File: config.mk
export PLATFORM = sky130hd
export DESIGN_NAME = ad9783_cfg_sequencer
export DESIGN_NICKNAME = d
export VERILOG_FILES = /design/src/rtl/ad9783_cfg_sequencer.sv
export SDC_FILE = /design/constraint.sdc
export NUM_CORES = 1
export LEC_CHECK = 0
export ABC_AREA = 1
export CAP_MARGIN = 25
export CORE_MARGIN = 3
export CORE_UTILIZATION = 45
export CTS_CLUSTER_SIZE = 14
export DETAILED_ROUTE_END_ITERATION = 6
export GPL_TIMING_DRIVEN = 1
export PLACE_DENSITY = 0.8
export SYNTH_ARGS = -nofsm -noshare
export SYNTH_HDL_FRONTEND = slang
export SYNTH_SLANG_ARGS = --single-unit
File: constraint.sdc
create_clock -name clk_in -period 2 [get_ports clk_in]
set_clock_uncertainty 0.2 [all_clocks]
set_input_delay 0.4 -clock clk_in [delete_from_list [all_inputs] [get_ports clk_in]]
set_output_delay 0.4 -clock clk_in [all_outputs]
set_load 0.05 [all_outputs]
File: src/rtl/ad9783_cfg_sequencer.sv
// AD9783 configuration sequencer: DAC reset, power-up register table, then
// round-robin arbitration of two host requesters onto one SPI command port.
module ad9783_cfg_sequencer #(
  parameter int RST_CYCLES = 16,
  parameter int TIMEOUT    = 1023
) (
  input  logic        clk_in,
  input  logic        rst_in,
  output logic        dac_rst_out,
  output logic        init_done_out,
  output logic        cmd_trig_out,
  output logic [15:0] cmd_addr_out,
  output logic [15:0] cmd_data_out,
  input  logic        cmd_done_in,
  input  logic [15:0] cmd_rdata_in,
  input  logic        req0_in,
  input  logic [15:0] req0_addr_in,
  input  logic [15:0] req0_data_in,
  output logic        ack0_out,
  input  logic        req1_in,
  input  logic [15:0] req1_addr_in,
  input  logic [15:0] req1_data_in,
  output logic        ack1_out,
  output logic [15:0] rdata_out,
  output logic        err_out
);

  localparam int RW = (RST_CYCLES > 1) ? $clog2(RST_CYCLES) : 1;
  localparam int TW = (TIMEOUT > 1) ? $clog2(TIMEOUT) : 1;
  localparam logic [RW-1:0] RST_LAST  = RW'(RST_CYCLES - 1);
  localparam logic [TW-1:0] WAIT_LAST = TW'(TIMEOUT - 1);

  typedef enum logic [2:0] {
    DACRST,
    INIT_ISSUE,
    INIT_WAIT,
    IDLE,
    HOST_ISSUE,
    HOST_WAIT
  } state_t;

  state_t        state;
  state_t        state_nxt;
  logic [RW-1:0] rst_cnt;
  logic [TW-1:0] wait_cnt;
  logic [1:0]    init_idx;
  logic [1:0]    load_idx;
  logic [31:0]   init_entry;
  logic          rr_ptr;
  logic          grant_id;
  logic          grant_nxt;
  logic          pend0;
  logic          pend1;
  logic          in_wait;
  logic          txn_end;
  logic          timed_out;

  always_ff @(posedge clk_in or negedge rst_in) begin
    if (!rst_in) begin
      state <= DACRST;
    end else begin
      state <= state_nxt;
    end
  end

  always_comb begin
    // a requester whose ack is on the wire this cycle has not yet had a chance to drop its request
    pend0     = req0_in & ~ack0_out;
    pend1     = req1_in & ~ack1_out;
    in_wait   = (state == INIT_WAIT) || (state == HOST_WAIT);
    txn_end   = in_wait && (cmd_done_in || (wait_cnt == WAIT_LAST));
    timed_out = in_wait && !cmd_done_in && (wait_cnt == WAIT_LAST);
    load_idx  = (state == INIT_WAIT) ? (init_idx + 2'd1) : init_idx;
    case (load_idx)
      2'd0:    init_entry = {16'h0000, 16'h0000};
      2'd1:    init_entry = {16'h0002, 16'h0000};
      2'd2:    init_entry = {16'h0003, 16'h0000};
      default: init_entry = {16'h0004, 16'h00C0};
    endcase

    state_nxt = state;
    grant_nxt = grant_id;
    case (state)
      DACRST: begin
        if (rst_cnt == RST_LAST) begin
          state_nxt = INIT_ISSUE;
        end
      end
      INIT_ISSUE: state_nxt = INIT_WAIT;
      INIT_WAIT: begin
        if (txn_end) begin
          state_nxt = (init_idx == 2'd3) ? IDLE : INIT_ISSUE;
        end
      end
      IDLE: begin
        if (pend0 || pend1) begin
          state_nxt = HOST_ISSUE;
          grant_nxt = (pend0 && pend1) ? rr_ptr : pend1;
        end
      end
      HOST_ISSUE: state_nxt = HOST_WAIT;
      HOST_WAIT: begin
        if (txn_end) begin
          state_nxt = IDLE;
        end
      end
      default: state_nxt = DACRST;
    endcase
  end

  always_ff @(posedge clk_in or negedge rst_in) begin
    if (!rst_in) begin
      dac_rst_out   <= 1'b1;
      init_done_out <= 1'b0;
      cmd_trig_out  <= 1'b0;
      cmd_addr_out  <= '0;
      cmd_data_out  <= '0;
      ack0_out      <= 1'b0;
      ack1_out      <= 1'b0;
      rdata_out     <= '0;
      err_out       <= 1'b0;
      rst_cnt       <= '0;
      wait_cnt      <= '0;
      init_idx      <= '0;
      rr_ptr        <= 1'b0;
      grant_id      <= 1'b0;
    end else begin
      dac_rst_out  <= (state_nxt == DACRST);
      cmd_trig_out <= (state_nxt == INIT_ISSUE) || (state_nxt == HOST_ISSUE);
      ack0_out     <= 1'b0;
      ack1_out     <= 1'b0;
      rst_cnt      <= (state == DACRST) ? (rst_cnt + 1'b1) : '0;
      wait_cnt     <= in_wait ? (wait_cnt + 1'b1) : '0;

      if (timed_out) begin
        err_out <= 1'b1;
      end

      // the command bus is only reloaded on entry to an issue state, so it stays put through the wait
      if (state_nxt == INIT_ISSUE) begin
        {cmd_addr_out, cmd_data_out} <= init_entry;
      end

      if (state == INIT_WAIT && txn_end) begin
        if (init_idx == 2'd3) begin
          init_done_out <= 1'b1;
        end else begin
          init_idx <= init_idx + 2'd1;
        end
      end

      if (state == IDLE && state_nxt == HOST_ISSUE) begin
        grant_id     <= grant_nxt;
        rr_ptr       <= ~grant_nxt;
        cmd_addr_out <= grant_nxt ? req1_addr_in : req0_addr_in;
        cmd_data_out <= grant_nxt ? req1_data_in : req0_data_in;
      end

      if (state == HOST_WAIT && txn_end) begin
        rdata_out <= cmd_done_in ? cmd_rdata_in : 16'hFFFF;
        ack0_out  <= ~grant_id;
        ack1_out  <= grant_id;
      end
    end
  end

endmodule

==> flow_summary.html <==
<table>
<tr><th>Metric</th><th>Value</th></tr>
<tr><th colspan="2">Clock tree</th></tr>
<tr><td>Maximum level of the CTS H-tree</td><td>3</td></tr>
<tr><td>Clock Sinks</td><td>75</td></tr>
<tr><td>Worst-skew pair later-pin latency</td><td>between 0.3 and 0.4 ns</td></tr>
<tr><td>Clock tree from TritonCTS</td><td>yes</td></tr>
<tr><td>Clk slew on worst S/H paths</td><td>roughly 0.080 ns</td></tr>
<tr><td>Cell chosen for the clock root</td><td>sky130_fd_sc_hd__clkbuf_8</td></tr>
<tr><td>Number of buffers between clock root and the deepest sink</td><td>2</td></tr>
<tr><td>Number of CTS-inserted buffers</td><td>9</td></tr>
<tr><th colspan="2">Flow run</th></tr>
<tr><td>Max capacitance violation total</td><td>0</td></tr>
<tr><th colspan="2">Critical path</th></tr>
<tr><td>Crit Path Class</td><td>reg2reg</td></tr>
<tr><td>Arrival time at the worst endpoint</td><td>approximately 2.0 ns</td></tr>
<tr><td>Crit-path cells</td><td>inv_1 -&gt; ha_2 -&gt; nand3_2 -&gt; nor2_4 -&gt; nand2_4 -&gt; nand2_4 -&gt; nand2_4 -&gt; nand2_4 -&gt; nand2_4 -&gt; nor2_8 -&gt; nand2_8 -&gt; clkbuf_16 -&gt; nand3_4 -&gt; nand2_2</td></tr>
<tr><td>Cell with the largest stage delay on the worst path</td><td>sky130_fd_sc_hd__dfrtp_1</td></tr>
<tr><td>Stage delay of the slowest cell on the critical path</td><td>between 0.3 and 0.4 ns</td></tr>
<tr><td>Required arrival time at the worst endpoint</td><td>a little over 2 ns</td></tr>
<tr><td>Maximum fanout encountered on the critical timing path</td><td>8</td></tr>
<tr><td>Library cell appearing most often on the critical path</td><td>sky130_fd_sc_hd__nand2_4</td></tr>
<tr><td>Setup crit start kind</td><td>flip-flop</td></tr>
<tr><td>Worst setup EP type</td><td>flip-flop</td></tr>
<tr><th colspan="2">Global route</th></tr>
<tr><td>Vias in the first global route</td><td>approximately 3300</td></tr>
<tr><td>Wire length of the first global-routing pass</td><td>15.62 mm</td></tr>
<tr><td>Largest net degree at the start of global routing</td><td>60</td></tr>
<tr><td>Global-route usage over all layers</td><td>between 10% and 20%</td></tr>
<tr><td>Number of antenna violations at the first check in global routing</td><td>0</td></tr>
<tr><td>Gr ovfl total</td><td>0</td></tr>
<tr><th colspan="2">Power</th></tr>
<tr><td>Power density over the cells</td><td>approximately 1200 mW/mm²</td></tr>
<tr><td>Post-layout total power</td><td>between 0.007 and 0.008 W</td></tr>
<tr><td>Static power due to leakage</td><td>2.806 nW</td></tr>
<tr><td>VDD IR max</td><td>0.0008352 V</td></tr>
<tr><th colspan="2">Yosys</th></tr>
<tr><td>Sequential share of the synthesized area</td><td>47.97%</td></tr>
<tr><td>Ys Warns</td><td>0</td></tr>
<tr><td>Leading post-synthesis cells by instance count</td><td>sky130_fd_sc_hd__dfrtp_1, sky130_fd_sc_hd__nand2_1, sky130_fd_sc_hd__nor2_1</td></tr>
<tr><td>Post-synthesis async set-or-reset flop share</td><td>100.0%</td></tr>
<tr><td>Register bit total from synthesis</td><td>75</td></tr>
<tr><td>Avg Cell Area, Syn</td><td>roughly 10 µm²</td></tr>
<tr><td>Top cell type by total area after synthesis</td><td>sky130_fd_sc_hd__dfrtp_1</td></tr>
<tr><td>Summed instance area of the synthesized netlist</td><td>0.003915 mm²</td></tr>
<tr><td>Number of enable-type register cells in the synthesized netlist</td><td>0</td></tr>
<tr><td>Leading post-synthesis cells by cell area</td><td>sky130_fd_sc_hd__dfrtp_1, sky130_fd_sc_hd__nand3_2, sky130_fd_sc_hd__nand2_1, sky130_fd_sc_hd__a22oi_2, sky130_fd_sc_hd__nand2_2</td></tr>
<tr><td>Number of instances in the synthesized netlist</td><td>about 390</td></tr>
<tr><td>Synthesized net count</td><td>between 400 and 500</td></tr>
<tr><td>Dominant combinational cell family by area after synthesis</td><td>simple AND/OR/NAND/NOR gates</td></tr>
<tr><td>Share of synthesized area spent on multiplexers</td><td>0%</td></tr>
<tr><td>Arithmetic-cell share of the synthesized area counting full adders, half adders and majority gates</td><td>around 1.9%</td></tr>
<tr><td>Post-synthesis compound-gate area fraction</td><td>about an eighth</td></tr>
<tr><td>Distinct cell type count of the synthesized netlist</td><td>34</td></tr>
<tr><td>Xor/xnor share of the synthesized area</td><td>0.8949%</td></tr>
<tr><td>Area fraction in and, or, nand and nor cells after synthesis</td><td>between 30% and 40%</td></tr>
<tr><td>Most used flip-flop cell after synthesis</td><td>sky130_fd_sc_hd__dfrtp_1</td></tr>
<tr><td>Fraction of synthesized cell area taken by the top area cell type</td><td>a little under half</td></tr>
<tr><th colspan="2">Place</th></tr>
<tr><td>Detail Placement HPWL</td><td>6.985 mm</td></tr>
<tr><td>Instance area at placement</td><td>approximately 0.0054 mm²</td></tr>
<tr><td>Place WS</td><td>-0.3570 ns</td></tr>
<tr><td>RePlAce Congestion</td><td>around 0.86</td></tr>
<tr><td>Number of input and output port buffers inserted</td><td>138</td></tr>
<tr><th colspan="2">STA</th></tr>
<tr><td>Ratio of final minimum period to clock period</td><td>a little over nine tenths</td></tr>
<tr><td>Min setup slack post-route</td><td>0.02011 ns</td></tr>
<tr><td>Remaining max-slew budget at the tightest pin</td><td>78.83%</td></tr>
<tr><td>Final min period</td><td>1.980 ns</td></tr>
<tr><td>Total count of hold-check failures in the final report</td><td>0</td></tr>
<tr><td>Total negative setup slack</td><td>0 ns</td></tr>
<tr><td>Setup repair after global routing missed its margin</td><td>yes</td></tr>
<tr><td>Actual slew at the worst max-slew pin</td><td>~0.32 ns</td></tr>
<tr><td>Fmax</td><td>around 510 MHz</td></tr>
<tr><td>Endpoints failing setup</td><td>0</td></tr>
<tr><td>Final number of max-transition violations</td><td>0</td></tr>
<tr><th colspan="2">Routing</th></tr>
<tr><td>Final Routed Wirelength</td><td>10.03 mm</td></tr>
<tr><td>DRC violation count after routing</td><td>0</td></tr>
<tr><td>Number of nets still failing antenna checks after routing</td><td>0</td></tr>
<tr><td>Initial DRC Count</td><td>113</td></tr>
<tr><td>Routed length per placed instance</td><td>between 10 and 15 µm</td></tr>
<tr><td>Total number of vias</td><td>between 3000 and 4000</td></tr>
<tr><td>Vias per cell</td><td>between 5 and 6</td></tr>
<tr><td>1st-pass router iterations</td><td>4</td></tr>
<tr><th colspan="2">Final layout</th></tr>
<tr><td>Layout cells sized above 1</td><td>37.57%</td></tr>
<tr><td>Final Core Density</td><td>a little over two thirds</td></tr>
<tr><td>Count of antenna diodes in the layout</td><td>0</td></tr>
<tr><td>Net total in the final layout</td><td>about 650</td></tr>
<tr><td>Post-route design area</td><td>~0.006 mm²</td></tr>
<tr><td>Area Overhead vs Synth</td><td>50.59%</td></tr>
<tr><th colspan="2">Floorplan</th></tr>
<tr><td>Die footprint</td><td>0.009856 mm²</td></tr>
<tr><td>Vertical extent of the die</td><td>99.28 µm</td></tr>
<tr><td>Number of placed I/O pins</td><td>around 140</td></tr>
<tr><td>Die boundary width</td><td>a little under 100 µm</td></tr>
<tr><td>Number of standard-cell rows in the floorplan</td><td>33</td></tr>
<tr><td>CORE AREA</td><td>0.008341 mm²</td></tr>
<tr><td>Starting Density</td><td>a little under half</td></tr>
<tr><th colspan="2">Min path</th></tr>
<tr><td>Type of the most critical hold path</td><td>reg2reg</td></tr>
<tr><th colspan="2">Outcome</th></tr>
<tr><td>Status</td><td>complete, no violations</td></tr>
</table>
==> sequential cells by signal, summed over array words and instances, names as in the netlist, 2 cells and up <==
register	cells
rst_cnt	4
cmd_data_out	16
wait_cnt	10
state	3
cmd_addr_out	16
rdata_out	16
init_idx	2
==> metrics by stage <==
| stage | hold slack (ns) | std cells |
|---|---|---|
| detailed placement | 0.09358 | 640 |
| CTS | 0.2663 | 658 |
| floorplan | -0.09559 | 393 |
| global placement | 0.09146 | 640 |
| finish | 0.2629 | 672 |
| global route | 0.2856 | 672 |
==> layout make-up <==
type                            count  area (µm²)
Fill cell                         625        2445
Sequential cell                    75        1881
Multi-Input combinational cell    273        1878
Timing Repair Buffer              173        1670
Tap cell                          105       131.4
Clock buffer                        9       123.9
Inverter                           30       112.6
Clock inverter                      7       98.84
==> per-layer routing <==
layer	global-route usage (%)	share of wire [%]	vias up
met5	0	0	-
met4	5.567	1.1	0
met3	4.488	4.6	10
met2	34.87	54	79
met1	23.67	41	1645
li1	-	-	1645
==> where the power goes <==
part	leakage, nW	switching [W]	internal (W)
combinational	1.70	0.00231	0.00152
sequential	0.999	0.000289	0.00190
clock	0.110	0.000599	0.000711
total	2.81	0.00320	0.00413
==> cell usage in the layout, fill, tap and decap left out, types with 7 or more instances in the layout <==
| cell | instances |
|---|---|
| sky130_fd_sc_hd__buf_4 | 74 |
| sky130_fd_sc_hd__nand3_1 | 12 |
| sky130_fd_sc_hd__nand2_4 | 8 |
| sky130_fd_sc_hd__inv_1 | 25 |
| sky130_fd_sc_hd__a22oi_1 | 7 |
| sky130_fd_sc_hd__nand3_2 | 32 |
| sky130_fd_sc_hd__o21ai_0 | 22 |
| sky130_fd_sc_hd__nand2_1 | 72 |
| sky130_fd_sc_hd__a22oi_2 | 20 |
| sky130_fd_sc_hd__clkbuf_8 | 9 |
| sky130_fd_sc_hd__dfrtp_1 | 72 |
| sky130_fd_sc_hd__clkdlybuf4s50_1 | 83 |
| sky130_fd_sc_hd__nand2_2 | 23 |
| sky130_fd_sc_hd__buf_12 | 8 |
| sky130_fd_sc_hd__nor2_1 | 34 |
==> cell families (layout without fill, tap and decap cells) <==
kind of cell / count (synthesis) / count (layout)
and+or+nand+nor: 203 / 204
xor gates and xnor gates: 4 / 4
DFF: 75 / 75
AOI/OAI and AO/OA: 59 / 59
buffers and inverters: 46 / 219
adders and majority gates: 6 / 6
==> path summary, 6_finish.rpt <==
| check | start | endpoint | slack [ns] | cells past startpoint |
|---|---|---|---|---|
| max in group asynchronous | rst_in | state[2] | 0.74 | 3 |
| min in group asynchronous | rst_in | cmd_data_out[10] | 0.28 | 2 |
| worst max register to register | wait_cnt[0] | cmd_addr_out[3] | 0.02 | 14 |
| worst min-delay path | rst_cnt[0] | rst_cnt[0] | 0.26 | 1 |
| worst min register to register | rst_cnt[0] | rst_cnt[0] | 0.26 | 1 |
| worst max-delay path | wait_cnt[0] | cmd_addr_out[3] | 0.02 | 14 |
==> what timing repair did <==
action / 4_1_cts / 5_1_grt
endpoints found under the setup margin: 1 / 33
buffers inserted: 0 / 11
gates cloned: 1 / 3
hold buffers: 1 / 0
hold endpoints to repair: 16 / 0
resized for setup: 0 / 23
pin swaps: 1 / 9
==> critical path, delay by kind of cell, from the launching register on <==
| kind | cells | cell delay, ns |
|---|---|---|
| flops | 1 | 0.38 |
| fa+ha+maj | 1 | 0.17 |
| buf+inv | 2 | 0.25 |
| simple gates | 11 | 0.88 |
Note: power is estimated with default switching activity, not from simulation.
